`src/rtl/rggen_apb_bridge.sv`:
```
// rggen_apb_bridge: APB slave front end for the register blocks.
// Turns each APB transfer into a single register-bus request. The request
// stays up until a register acknowledges it or a bounded wait expires.
// Ports:
//   clk, rst_n                   clock, async active-low reset
//   i_psel .. i_pwdata           APB request inputs
//   o_pready/o_prdata/o_pslverr  APB completion (one-cycle pulse)
//   o_register_*                 register-bus request (valid/addr/write/data/mask)
//   i_register_*                 OR-reduced register response
module rggen_apb_bridge #(
    parameter int unsigned ADDRESS_WIDTH  = 16,
    parameter int unsigned DATA_WIDTH     = 32,
    parameter int unsigned TIMEOUT_CYCLES = 16
) (
    input  logic                       clk,
    input  logic                       rst_n,
    input  logic                       i_psel,
    input  logic                       i_penable,
    input  logic [ADDRESS_WIDTH-1:0]   i_paddr,
    input  logic                       i_pwrite,
    input  logic [DATA_WIDTH/8-1:0]    i_pstrb,
    input  logic [DATA_WIDTH-1:0]      i_pwdata,
    output logic                       o_pready,
    output logic [DATA_WIDTH-1:0]      o_prdata,
    output logic                       o_pslverr,
    output logic                       o_register_valid,
    output logic [ADDRESS_WIDTH-1:0]   o_register_address,
    output logic                       o_register_write,
    output logic [DATA_WIDTH-1:0]      o_register_write_data,
    output logic [DATA_WIDTH-1:0]      o_register_strobe,
    input  logic                       i_register_ready,
    input  logic                       i_register_error,
    input  logic [DATA_WIDTH-1:0]      i_register_read_data
);

    localparam int unsigned STRB_WIDTH  = DATA_WIDTH / 8;
    localparam int unsigned LSB_WIDTH   = $clog2(STRB_WIDTH);
    localparam int unsigned COUNT_WIDTH = (TIMEOUT_CYCLES == 0) ? 1 : $clog2(TIMEOUT_CYCLES + 1);
    localparam bit          TIMEOUT_EN  = (TIMEOUT_CYCLES != 0);

    // Clears the byte-offset bits so requests are always word aligned.
    localparam logic [ADDRESS_WIDTH-1:0] ADDRESS_MASK =
        ~ADDRESS_WIDTH'((1 << LSB_WIDTH) - 1);
    localparam logic [COUNT_WIDTH-1:0] COUNT_LAST =
        COUNT_WIDTH'((TIMEOUT_CYCLES == 0) ? 0 : TIMEOUT_CYCLES - 1);

    typedef enum logic [1:0] {
        IDLE     = 2'd0,
        ACCESS   = 2'd1,
        RESPONSE = 2'd2
    } state_e;

    state_e                     state_q, state_d;
    logic [COUNT_WIDTH-1:0]     count_q, count_d;
    logic [ADDRESS_WIDTH-1:0]   address_q, address_d;
    logic                       write_q, write_d;
    logic [DATA_WIDTH-1:0]      write_data_q, write_data_d;
    logic [DATA_WIDTH-1:0]      strobe_q, strobe_d;
    logic                       valid_q, valid_d;
    logic                       pready_q, pready_d;
    logic [DATA_WIDTH-1:0]      prdata_q, prdata_d;
    logic                       pslverr_q, pslverr_d;
    logic [DATA_WIDTH-1:0]      strobe_expanded_c;
    logic                       timeout_c;

    // Byte strobes widened into a bitwise write mask.
    always_comb begin
        strobe_expanded_c = '0;
        for (int unsigned i = 0; i < STRB_WIDTH; i++) begin
            strobe_expanded_c[i*8 +: 8] = {8{i_pstrb[i]}};
        end
    end

    assign timeout_c = TIMEOUT_EN && (count_q == COUNT_LAST);

    // Next-state and registered-output logic; completion outputs default to 0
    // so they are a single-cycle pulse.
    always_comb begin
        state_d      = state_q;
        count_d      = count_q;
        address_d    = address_q;
        write_d      = write_q;
        write_data_d = write_data_q;
        strobe_d     = strobe_q;
        valid_d      = 1'b0;
        pready_d     = 1'b0;
        prdata_d     = '0;
        pslverr_d    = 1'b0;

        case (state_q)
            IDLE: begin
                if (i_psel && !i_penable) begin
                    state_d      = ACCESS;
                    valid_d      = 1'b1;
                    count_d      = '0;
                    address_d    = i_paddr & ADDRESS_MASK;
                    write_d      = i_pwrite;
                    write_data_d = i_pwdata;
                    strobe_d     = i_pwrite ? strobe_expanded_c : '0;
                end
            end
            ACCESS: begin
                valid_d = 1'b1;
                // Saturate so a disabled timeout can wait forever without wrapping.
                if (count_q != '1) begin
                    count_d = count_q + COUNT_WIDTH'(1);
                end
                // Ready has priority over an expiring timeout.
                if (i_register_ready) begin
                    state_d   = RESPONSE;
                    valid_d   = 1'b0;
                    pready_d  = 1'b1;
                    pslverr_d = i_register_error;
                    prdata_d  = write_q ? '0 : i_register_read_data;
                end else if (timeout_c) begin
                    state_d   = RESPONSE;
                    valid_d   = 1'b0;
                    pready_d  = 1'b1;
                    pslverr_d = 1'b1;
                end
            end
            RESPONSE: begin
                state_d = IDLE;
                count_d = '0;
            end
            default: begin
                state_d = IDLE;
                count_d = '0;
            end
        endcase
    end

    // State and output registers.
    always_ff @(posedge clk or negedge rst_n) begin
        if (!rst_n) begin
            state_q      <= IDLE;
            count_q      <= '0;
            address_q    <= '0;
            write_q      <= 1'b0;
            write_data_q <= '0;
            strobe_q     <= '0;
            valid_q      <= 1'b0;
            pready_q     <= 1'b0;
            prdata_q     <= '0;
            pslverr_q    <= 1'b0;
        end else begin
            state_q      <= state_d;
            count_q      <= count_d;
            address_q    <= address_d;
            write_q      <= write_d;
            write_data_q <= write_data_d;
            strobe_q     <= strobe_d;
            valid_q      <= valid_d;
            pready_q     <= pready_d;
            prdata_q     <= prdata_d;
            pslverr_q    <= pslverr_d;
        end
    end

    assign o_pready              = pready_q;
    assign o_prdata              = prdata_q;
    assign o_pslverr             = pslverr_q;
    assign o_register_valid      = valid_q;
    assign o_register_address    = address_q;
    assign o_register_write      = write_q;
    assign o_register_write_data = write_data_q;
    assign o_register_strobe     = strobe_q;

endmodule

```
`config.mk`:
```
export PLATFORM = sky130hd
export DESIGN_NAME = rggen_apb_bridge
export DESIGN_NICKNAME = d
export VERILOG_FILES = /design/src/rtl/rggen_apb_bridge.sv
export SDC_FILE = /design/constraint.sdc
export NUM_CORES = 1
export LEC_CHECK = 0
export ABC_AREA = 1
export BUFFER_PORTS_ARGS = -buffer_cell sky130_fd_sc_hd__buf_2
export CORE_MARGIN = 1
export CORE_UTILIZATION = 32
export DETAILED_ROUTE_END_ITERATION = 6
export PLACE_DENSITY = 0.73
export SYNTH_ARGS = -nofsm -noshare
export SYNTH_HDL_FRONTEND = slang
export SYNTH_SLANG_ARGS = --single-unit
```
`constraint.sdc`:
```
create_clock -name clk -period 1.4 [get_ports clk]
set_input_delay 0.07 -clock clk [delete_from_list [all_inputs] [get_ports clk]]
set_output_delay 0.07 -clock clk [all_outputs]
set_load 0.01 [all_outputs]
```
# Word-level counts from Yosys, hierarchy flattened
# Cells that the tools add are included.
# word_totals
reg_bits	121
word_cells	43
# op_classes
n_reduce_logical	6
n_addsub	1
n_eq_ne	6
muxes	20
# op_table
cell	n
32-bit 2-to-1 mux	4
5-bit 2-to-1 mux	2
5-bit case mux with 2 select lines	1
1-bit 2-to-1 mux	8
2-bit 2-to-1 mux	3
2-bit AND reduction	3
5-bit by 1-bit adder with 5-bit output (second input constant)	1
5-bit by 4-bit equality test with 1-bit output (second input constant)	1
5-bit != test (second input constant)	1
2-bit != test (second input constant)	2
2-bit case mux with 2 select lines	1
3-bit != test (second input constant)	1
2-bit by 1-bit equality test with 1-bit output (second input constant)	1
2-bit logical NOT	1
1-bit case mux with 2 select lines	1
1-bit logical AND	1
1-bit logical NOT	1

# Logic depth before layout (Yosys ltp)
# Gate-level depths: netlist of the first run.
# depth
word_depth	4
depth_mapped	9
ltp_nobuf	9

# Worst setup path after synthesis of the first run
# Ideal clock, no wire load.
# synth_path
path_kind	flip-flop to flip-flop
start	register count_q[0]
end	register count_q[3]
path_buffers	0
setup_time_ps	117
path_stages_with_launch	10
arrival_time_ps	1293
t_required_ps	1283
period_less_slack_ps	1410
slack_ps	-10
cell_sequence	dfrtp_1 -> ha_1 -> nand2_1 -> nor2_1 -> ha_1 -> nand3_1 -> nand2_1 -> inv_1 -> nand3_1 -> nand2_1
# synth_between
elab_chain_cells	3
word_cells_on_any_way	6
# synth_lines
item	line_no	text
start: declaration	54	logic [COUNT_WIDTH-1:0] count_q, count_d;
start signal: assignment	148	count_q <= count_d;
5-bit by 1-bit adder with 5-bit output or 5-bit != test (tied branches)	106, 105	
5-bit 2-to-1 mux or 2-bit != test (tied branches)	--	
5-bit case mux with 2 select lines or 2-bit AND reduction (tied branches)	--	
# Several ways; a longest one is shown, not always the timed one. The select of a mux whose other input is x is not followed.
# A chain may end at the register's enable or synchronous reset.

# Final worst setup path of the first run
# layout_path
start	register count_q[0]
end	register count_q[4]
# The elaborated chain is that of the path after synthesis.

==> results of run 1 <==
## critical path: cells and delay by family (launching register included)
family	cells	cell delay, ps
simple gates	5	500
flops	1	370
fa+ha+maj	2	370
compound gates	1	60
## routing by layer
layer | vias to the layer above | share of wire (%) | GRT usage [%]
met5 | - | 0 | 0
met1 | 1717 | 39 | 20.01
met2 | 204 | 50 | 33.71
li1 | 1758 | - | -
met3 | 23 | 8.9 | 5.661
met4 | 0 | 2.7 | 8.919
## kinds of logic (layout without fill, tap and decap cells)
| logic type | Yosys count | after routing | synth area share, % |
|---|---|---|---|
| buf+inv | 61 | 324 | 11.27 |
| compound gates | 9 | 9 | 1.369 |
| other cells | 1 | 2 | 0.09766 |
| simple gates | 243 | 243 | 25.68 |
| flops | 93 | 93 | 60.61 |
| fa+ha+maj | 3 | 3 | 0.9776 |
## worst paths after layout
path	start	cells past startpoint	end
max	count_q[0]	8	count_q[4]
min	i_pwdata[10]	3	o_register_write_data[10]
max reg2reg	count_q[0]	8	count_q[4]
min reg2reg	o_register_write_data[18]	2	o_register_write_data[18]
max in group asynchronous	rst_n	3	o_register_write_data[18]
min in group asynchronous	rst_n	2	o_prdata[26]
## sequential cells by signal, indices dropped and copies added (netlist names)
register	cells
o_prdata	32
o_register_write_data	32
o_register_address	14
count_q	5
o_register_strobe	4
state_q	2
o_pready	1
o_pslverr	1
o_register_valid	1
o_register_write	1
## power by group through the flow
stage / Sequential [mW] / Combinational, mW / Clock, mW
after floorplan: 3.60 / 0.947 / 0
after global placement: 3.38 / 1.81 / 0
after detailed placement: 3.41 / 1.85 / 0
after CTS: 3.36 / 2.04 / 2.77
after global routing: 3.42 / 2.28 / 2.88
final: 3.37 / 2.06 / 2.68
## area by class of cell
cell class,count,area (um^2),share of cell area [%]
clock buffer,11,252.7,4.187
clock inverter,5,81.33,1.347
inverter,8,30.03,0.4974
multi-input combinational,257,1160,19.21
sequential,93,2327,38.55
tap,143,178.9,2.964
timing repair buffer,300,2007,33.24
## per-stage QoR
step                      hold slack (ps)  worst slack (ps)  setup TNS (ps)
after global placement             -92.68             14.45               0
final                               23.93             14.88               0
after CTS                           13.06            0.5536               0
after global routing                38.26            -58.52          -387.6
after floorplan                    -225.6             24.11               0
after detailed placement           -88.06            -105.1          -387.4
## repair_timing
action,4_1_cts,5_1_grt
endpoints found under the setup margin,6,6
gates resized for setup,10,6
hold buffers,83,0
setup buffers,1,2
endpoints found under the hold margin,175,0
pin swaps,6,5
## layout by cell type (no fill, tap or decap), drive strengths merged
cell type,n
o31ai,2
o21ai,6
dlygate4sd3,83
dfrtp,93
conb,2
or2,2
ha,3
nand3,51
o21a,1
nor2,37
nand4,1
nand2,152
clkinv,2
bufinv,2
clkbuf,11
buf,217
inv,9
==> impl_metrics.ini, run 1 <==
[status]
status = finished with violations
failed_checks = DRC

[layout]
nets = 763
fin_area_um2 = 6037
fin_cells = 817
syn2layout_area_growth_pct = 57.22
antenna_cells = 0
drive_gt1_share_pct = 36.80
num-fill-cells = 986
final_util_pct = 52.20

[sta]
hold_viol_final = 0
finalMaxSlewViolations = 0
finalSetupViolCount = 0
period_minus_slack_ps = 1385
fin_crit_sh_pct = 98.94
fmax_ghz = 0.7220
clock_skew_ps = 9.102
rsz0062_at_grt = true

[critical_path]
endpoint_kind = register
reg2reg_slack_ps = 10
cp_cell_sequence = ha_2 > nand2_2 > nor2_4 > ha_4 > nand3_4 > nand2_4 > nand2_1 > o31ai_4
start_kind = register
critPathMaxFanout = 8
critPathKind = reg2reg
crit_arrival_ps = 1630
max_stage_delay_ps = 370
required_ps = 1650
cp_slowest_cell = dfrtp_1

[synth]
syn_area_um2 = 3840
synth_top_area_share_pct = 60.61
yosys_warnings = 0
synth_edf_count = 0
synth-main-ff-cell = dfrtp_1
synth_cell_types = 20
ys_top_cells_by_count = nand2_1 (152), dfrtp_1 (93), nand3_1 (51)
async_flop_share_pct = 100.0
synth.area.top_cells = dfrtp_1 (61%), nand2_1 (15%), buf_4 (8.0%)
syn_inst = 410
yosysTopAreaCell = dfrtp_1
synth-seq-area-share_pct = 60.61
synth.avg_cell_area_um2 = 9.366
ys_ff_latch = 93
yosysMostFrequentCell = nand2_1

[floorplanning]
rows = 39
core_um2 = 11560
die_w_um = 111.5
die_area_um2 = 12440
die_h_um = 111.5
io_pins = 207
initial_utilization_pct = 33.20

[clocking]
clkSlewWorstSetupHoldPaths_ps = 60
cts_root_buf = clkbuf_16
cts_htree_levels = 3
cts_tree = done
clk_latency_ps = 340
cts_inserted_buffers = 9
cts.sink_count = 93
cts_max_path_buffers = 2

[placement]
io_buffer_count = 202
placed_area_um2 = 4783
dp_hpwl_mm = 6.702
gp_congestion = 0.7797
placedCellCount = 715

[power_and_ir_drop]
combPwrFrac_pct = 25.4
power_mw = 8.107
ir_worst_vdd_mv = 0.8066
power.switching_mw = 2.416
clkPwrFrac_pct = 33.0
power_frac_seq_pct = 41.6
leakage_nw = 3.365
pwr_density_cell_nw_per_um2 = 1343
p_int_mw = 5.691
switching_share_pct = 29.80

[route]
wl_mm = 11.08
drt_iter0_drc = 226
post_drt_via_cell_ratio = 4.531
route.detailed.drc = 19
avgRoutedWirePerCell_um = 13.57
ant_nets = 0
dr.pass1.iters = 7
dr_total_vias = 3702

[worst_hold_path]
min_path_type = in2reg

[global_routing]
grt_first_pass_wirelength_mm = 18.37
grt_pass1_vias = 3993
gr-total-overflow = 0
antenna_found_initial = 0
gr-usage-all-layers_pct = 18.72
grt_max_degree = 85

[job]
maxCapViolCount = 0
Power figures use the tool's default switching activity.
==> run 2: changes to the inputs <==
--- a/config.mk
+++ b/config.mk
@@ -10,7 +10,8 @@
 export CORE_MARGIN = 1
 export CORE_UTILIZATION = 32
 export DETAILED_ROUTE_END_ITERATION = 6
-export PLACE_DENSITY = 0.73
+export GPL_TIMING_DRIVEN = 0
+export PLACE_DENSITY = 0.71
 export SYNTH_ARGS = -nofsm -noshare
 export SYNTH_HDL_FRONTEND = slang
 export SYNTH_SLANG_ARGS = --single-unit
==> constraint.sdc (replaced) <==
create_clock -name clk -period 1.7 [get_ports clk]
set_input_delay 0.085 -clock clk [delete_from_list [all_inputs] [get_ports clk]]
set_output_delay 0.085 -clock clk [all_outputs]
set_load 0.01 [all_outputs]
==> run 2 against run 1 <==
Compared with the run above: first-iteration DRC count down 2.7%; clock-buffer cell count stayed put; clock power fell by 28%; worst hold slack worse by 7.2 ps; cell count grew 4.3%; sequential share of layout area fell by 0.68 points; largest power group unchanged; fmax is 9.7% lower; setup slack better by 150 ps; sequential power down 17%; the flow still finishes with violations (DRC); wire length up 6.0%; cell area grew 1.8%; highest routed layer unchanged.
==> impl_metrics.ini, run 2 (synthesis results as in run 1) <==
[floorplanning]
initial_utilization_pct = 33.20
io_pins = 207
die_w_um = 111.5
die_area_um2 = 12440
die_h_um = 111.5
core_um2 = 11560
rows = 39

[clocking]
cts_max_path_buffers = 2
cts_inserted_buffers = 9
clk_latency_ps = 340
cts_tree = done
clkSlewWorstSetupHoldPaths_ps = 60
cts_root_buf = clkbuf_16
cts.sink_count = 93
cts_htree_levels = 3

[placement]
gp_congestion = 0.8282
dp_hpwl_mm = 7.855
io_buffer_count = 202

[route]
wl_mm = 11.75
drt_iter0_drc = 220
route.detailed.drc = 20
ant_nets = 0
avgRoutedWirePerCell_um = 13.79
post_drt_via_cell_ratio = 4.512
dr_total_vias = 3844
dr.pass1.iters = 6

[global_routing]
grt_pass1_vias = 4042
gr-total-overflow = 0
grt_first_pass_wirelength_mm = 19.28
grt_max_degree = 52
antenna_found_initial = 0
gr-usage-all-layers_pct = 19.70

[sta]
period_minus_slack_ps = 1534
clock_skew_ps = 4.285
fmax_ghz = 0.6521
hold_viol_final = 0
fin_crit_sh_pct = 90.21
finalMaxSlewViolations = 0
worstMarginPinSlew_ps = 667.0
slew_headroom_pct = 55.53
finalSetupViolCount = 0
rsz0062_at_grt = false

[layout]
antenna_cells = 0
layout_commonest_cell = buf_2
drive_gt1_share_pct = 39.07
nets = 798
final_util_pct = 53.14
syn2layout_area_growth_pct = 60.05
final_cell_mix = buf_2 (204), nand2_1 (151), dfrtp_1 (93)

[power_and_ir_drop]
pwr_density_cell_nw_per_um2 = 1076
leakage_nw = 3.500
ir_worst_vdd_mv = 0.7428
power_mw = 6.611

[critical_path]
crit_arrival_ps = 1760
reg2reg_depth = 9
reg2reg_slack_ps = 170
worstSetupEndpoint = count_q[3]
endpoint_kind = register
r2r_start = count_q[0]
required_ps = 1930
startpoint = count_q[0]
timing.rr.end = count_q[3]
critPathKind = reg2reg
critPathMaxFanout = 8
start_kind = register

[worst_hold_path]
min_path_type = in2reg
hold_path_depth = 3

[status]
failed_checks = DRC
status = finished with violations

[job]
maxCapViolCount = 0
-- run 2: changes by cell type in the layout (fill, tap and decap cells not counted), sizes merged --
cell	previous run	this run
buf	217	254
dlygate4sd3	83	78
clkbuf	11	14
bufinv	2	0
clkinvlp	0	2
clkinv	2	1
inv	9	10
-- run 2: worst max-delay path: stages, from the launching register on --
cell	delay, ps
dfrtp_1	400
ha_1	180
nand2_1	90
nor2_2	150
ha_2	220
nand3_1	90
nand2_2	150
inv_1	50
nand3_1	60
nand2_1	50
-- run 2: per-stage QoR --
stage	setup TNS, ps	cells	setup slack (ps)	instance area, um^2	hold slack, ps
after floorplan	0	411	290.0	3844	-210.6
after global placement	-29390	756	-322.8	5034	303.8
after detailed placement	0	757	40.45	5056	157.1
after CTS	0	851	18.37	6131	1.693
after global routing	0	852	11.88	6146	4.579
final	0	852	166.4	6146	16.74
-- run 2: report_power, final --
| group | switching, mW | total, mW | internal (mW) |
|---|---|---|---|
| Clock | 0.849 | 1.93 | 1.08 |
| Sequential | 0.233 | 2.79 | 2.56 |
| Combinational | 0.985 | 1.88 | 0.899 |
| Total | 2.07 | 6.61 | 4.54 |
-- run 2: worst min-delay path by stage --
stage | to | start
2_1_floorplan | count_q[0] | rst_n
3_3_place_gp | o_prdata[25] | i_register_read_data[25]
3_5_place_dp | o_prdata[12] | rst_n
4_1_cts | o_register_address[2] | i_paddr[2]
5_1_grt | o_register_address[2] | i_paddr[2]
6_report | o_register_write_data[7] | i_pwdata[7]
-- run 2: per-layer routing --
layer / share of wire [%] / global-route usage, %
met5: 0 / 0
met4: 2.4 / 6.577
met3: 8.0 / 6.805
met2: 50 / 35.83
met1: 39 / 21.32
-- run 2: what timing repair did --
item | 4_1_cts | 5_1_grt
endpoints found under the setup margin | 0 | 5
hold buffers | 78 | 0
hold endpoints to repair | 127 | 0
setup buffers | 0 | 1
resized for setup | 0 | 3
-- run 2: layout make-up --
class	count	area (um^2)
buffer	53	402.9
sequential	93	2327
timing repair buffer	282	1822
clock buffer	11	252.7
inverter	8	30.03
clock inverter	5	41.29
fill	1038	5419
multi-input combinational	257	1091
tap	143	178.9
==> run 3: changes to the inputs <==
--- a/config.mk
+++ b/config.mk
@@ -11,6 +11,7 @@
 export CORE_UTILIZATION = 32
 export DETAILED_ROUTE_END_ITERATION = 6
 export GPL_TIMING_DRIVEN = 0
+export HOLD_SLACK_MARGIN = 0.1
 export PLACE_DENSITY = 0.71
 export SYNTH_ARGS = -nofsm -noshare
 export SYNTH_HDL_FRONTEND = slang
==> constraint.sdc (replaced) <==
create_clock -name clk -period 1.8 [get_ports clk]
set_input_delay 0.09 -clock clk [delete_from_list [all_inputs] [get_ports clk]]
set_output_delay 0.09 -clock clk [all_outputs]
set_load 0.01 [all_outputs]
==> run 3 against run 2 <==
Compared with the run above: the flow still finishes with violations (DRC); global-route usage up 0.26 points; via count rose by 1.5%; sequential power is 5% lower; die area unchanged; sequential share of layout area shrank 0.67 points; critical path type unchanged; critical endpoint unchanged; largest cell class is now non-clock buffers; largest power group unchanged.
==> impl_metrics.ini, run 3 (synthesis results as in run 1) <==
[floorplanning]
rows = 39
die_h_um = 111.5
die_w_um = 111.5
initial_utilization_pct = 33.20
io_pins = 207
die_area_um2 = 12440
core_um2 = 11560

[route]
route.detailed.drc = 20
wl_mm = 11.92
post_drt_via_cell_ratio = 4.519
avgRoutedWirePerCell_um = 13.81
dr_total_vias = 3900
ant_nets = 0
dr.pass1.iters = 7
drt_iter0_drc = 279

[power_and_ir_drop]
leakage_nw = 3.543
p_int_mw = 4.301
power_mw = 6.270
power_frac_seq_pct = 42.1
switching_share_pct = 31.40
combPwrFrac_pct = 28.6
ir_worst_vdd_mv = 0.7874
pwr_density_cell_nw_per_um2 = 1002
clkPwrFrac_pct = 29.3
power.switching_mw = 1.969

[critical_path]
endpoint_kind = register
path_buf_inv = 1
cp_cell_sequence = ha_1 > nand2_1 > nor2_2 > ha_1 > nand3_1 > nand2_2 > inv_1 > nand3_1 > nand2_1
required_ps = 2030
start_kind = register
max_stage_delay_ps = 420
critPathKind = reg2reg
startpoint = count_q[0]
crit_family = simple AND/OR/NAND/NOR gates
r2r_start = count_q[0]
critPathMaxFanout = 8
cp_slowest_cell = dfrtp_1
crit_arrival_ps = 1800

[placement]
gp_congestion = 0.8282
placedCellCount = 757
placed_area_um2 = 5056
dp_hpwl_mm = 7.855
io_buffer_count = 202

[layout]
final_util_pct = 54.10
antenna_cells = 0
fin_area_um2 = 6256
nets = 809
syn2layout_area_growth_pct = 62.92
layout_commonest_cell = buf_2
final_cell_mix = buf_2 (204), nand2_1 (151), dfrtp_1 (93)
drive_gt1_share_pct = 38.19
fin_cells = 863

[sta]
slew_headroom_pct = 56.02
hold_viol_final = 0
finalSetupViolCount = 0
finalMaxSlewViolations = 0
fmax_ghz = 0.6385
rsz0062_at_grt = false
period_minus_slack_ps = 1566
worstMarginPinSlew_ps = 659.7
clock_skew_ps = 6.128
fin_crit_sh_pct = 87.01

[global_routing]
antenna_found_initial = 0
grt_max_degree = 52
grt_pass1_vias = 4134
gr-usage-all-layers_pct = 19.96
gr-total-overflow = 0
grt_first_pass_wirelength_mm = 19.62

[status]
status = finished with violations
failed_checks = DRC

[worst_hold_path]
holdCritStartpoint = i_psel
min_path_type = in2reg

[clocking]
cts_tree = done
cts_root_buf = clkbuf_16
cts_htree_levels = 3
clkSlewWorstSetupHoldPaths_ps = 60
cts_max_path_buffers = 2
clk_latency_ps = 340
cts_setup_buffers = 0
cts.sink_count = 93
cts_inserted_buffers = 9

[job]
maxCapViolCount = 0
[run 3: changes by cell type in the layout (fill, tap and decap cells not counted)]
cell / previous run / this run
dlygate4sd3_1: 78 / 90
ha_2: 1 / 0
ha_1: 2 / 3
buf_4: 43 / 42
[run 3: final cells by class]
type	instances	area [um^2]
Clock buffer	11	252.7
Multi-Input combinational cell	257	1089
Clock inverter	5	41.29
Sequential cell	93	2327
Buffer	53	402.9
Tap cell	143	178.9
Inverter	8	30.03
Timing Repair Buffer	293	1934
Fill cell	1025	5309
[run 3: repair_timing]
item / in CTS / in global routing
hold buffers: 90 / 0
resized for setup: 0 / 2
hold endpoints to repair: 138 / 0
setup endpoints to repair: 0 / 5
[run 3: layer usage]
metal / part of all wire, % / GRT usage, %
met1: 39 / 21.48
met2: 51 / 37.04
met3: 7.9 / 6.532
met4: 2.0 / 5.946
met5: 0 / 0
[run 3: metrics by stage]
stage | TNS [ps] | setup WS (ps) | hold WS [ps]
finish | 0 | 233.7 | 288.8
global placement | -20550 | -227.8 | 308.8
detailed placement | 0 | 140.4 | 162.1
floorplan | 0 | 390.0 | -205.6
global route | 0 | 59.44 | 361.6
CTS | 0 | 118.4 | 330.1
[run 3: tightest hold or removal path, stage by stage]
cell and delay (ps):
buf_2 70, nand2_1 90, nand2_1 100, nand2_2 110, nand2_1 80, nand2_1 50
[run 3: power groups by stage]
stage | sequential (mW) | clock, mW | combinational [mW]
2_1_floorplan | 2.80 | 0 | 0.735
4_1_cts | 2.64 | 1.90 | 1.78
3_5_place_dp | 2.67 | 0 | 1.63
3_3_place_gp | 2.65 | 0 | 1.58
5_1_grt | 2.68 | 1.98 | 1.97
6_report | 2.64 | 1.84 | 1.79
[run 3: worst paths after layout]
| kind | endpoint | slack (ps) | cells past startpoint |
|---|---|---|---|
| min in group asynchronous | o_prdata[12] | 320 | 2 |
| worst max-delay path | count_q[3] | 230 | 9 |
| max in group asynchronous | o_register_write_data[14] | 800 | 3 |
| worst max register to register | count_q[3] | 230 | 9 |
| worst min-delay path | count_q[3] | 290 | 6 |
| worst min register to register | o_register_write_data[14] | 470 | 2 |
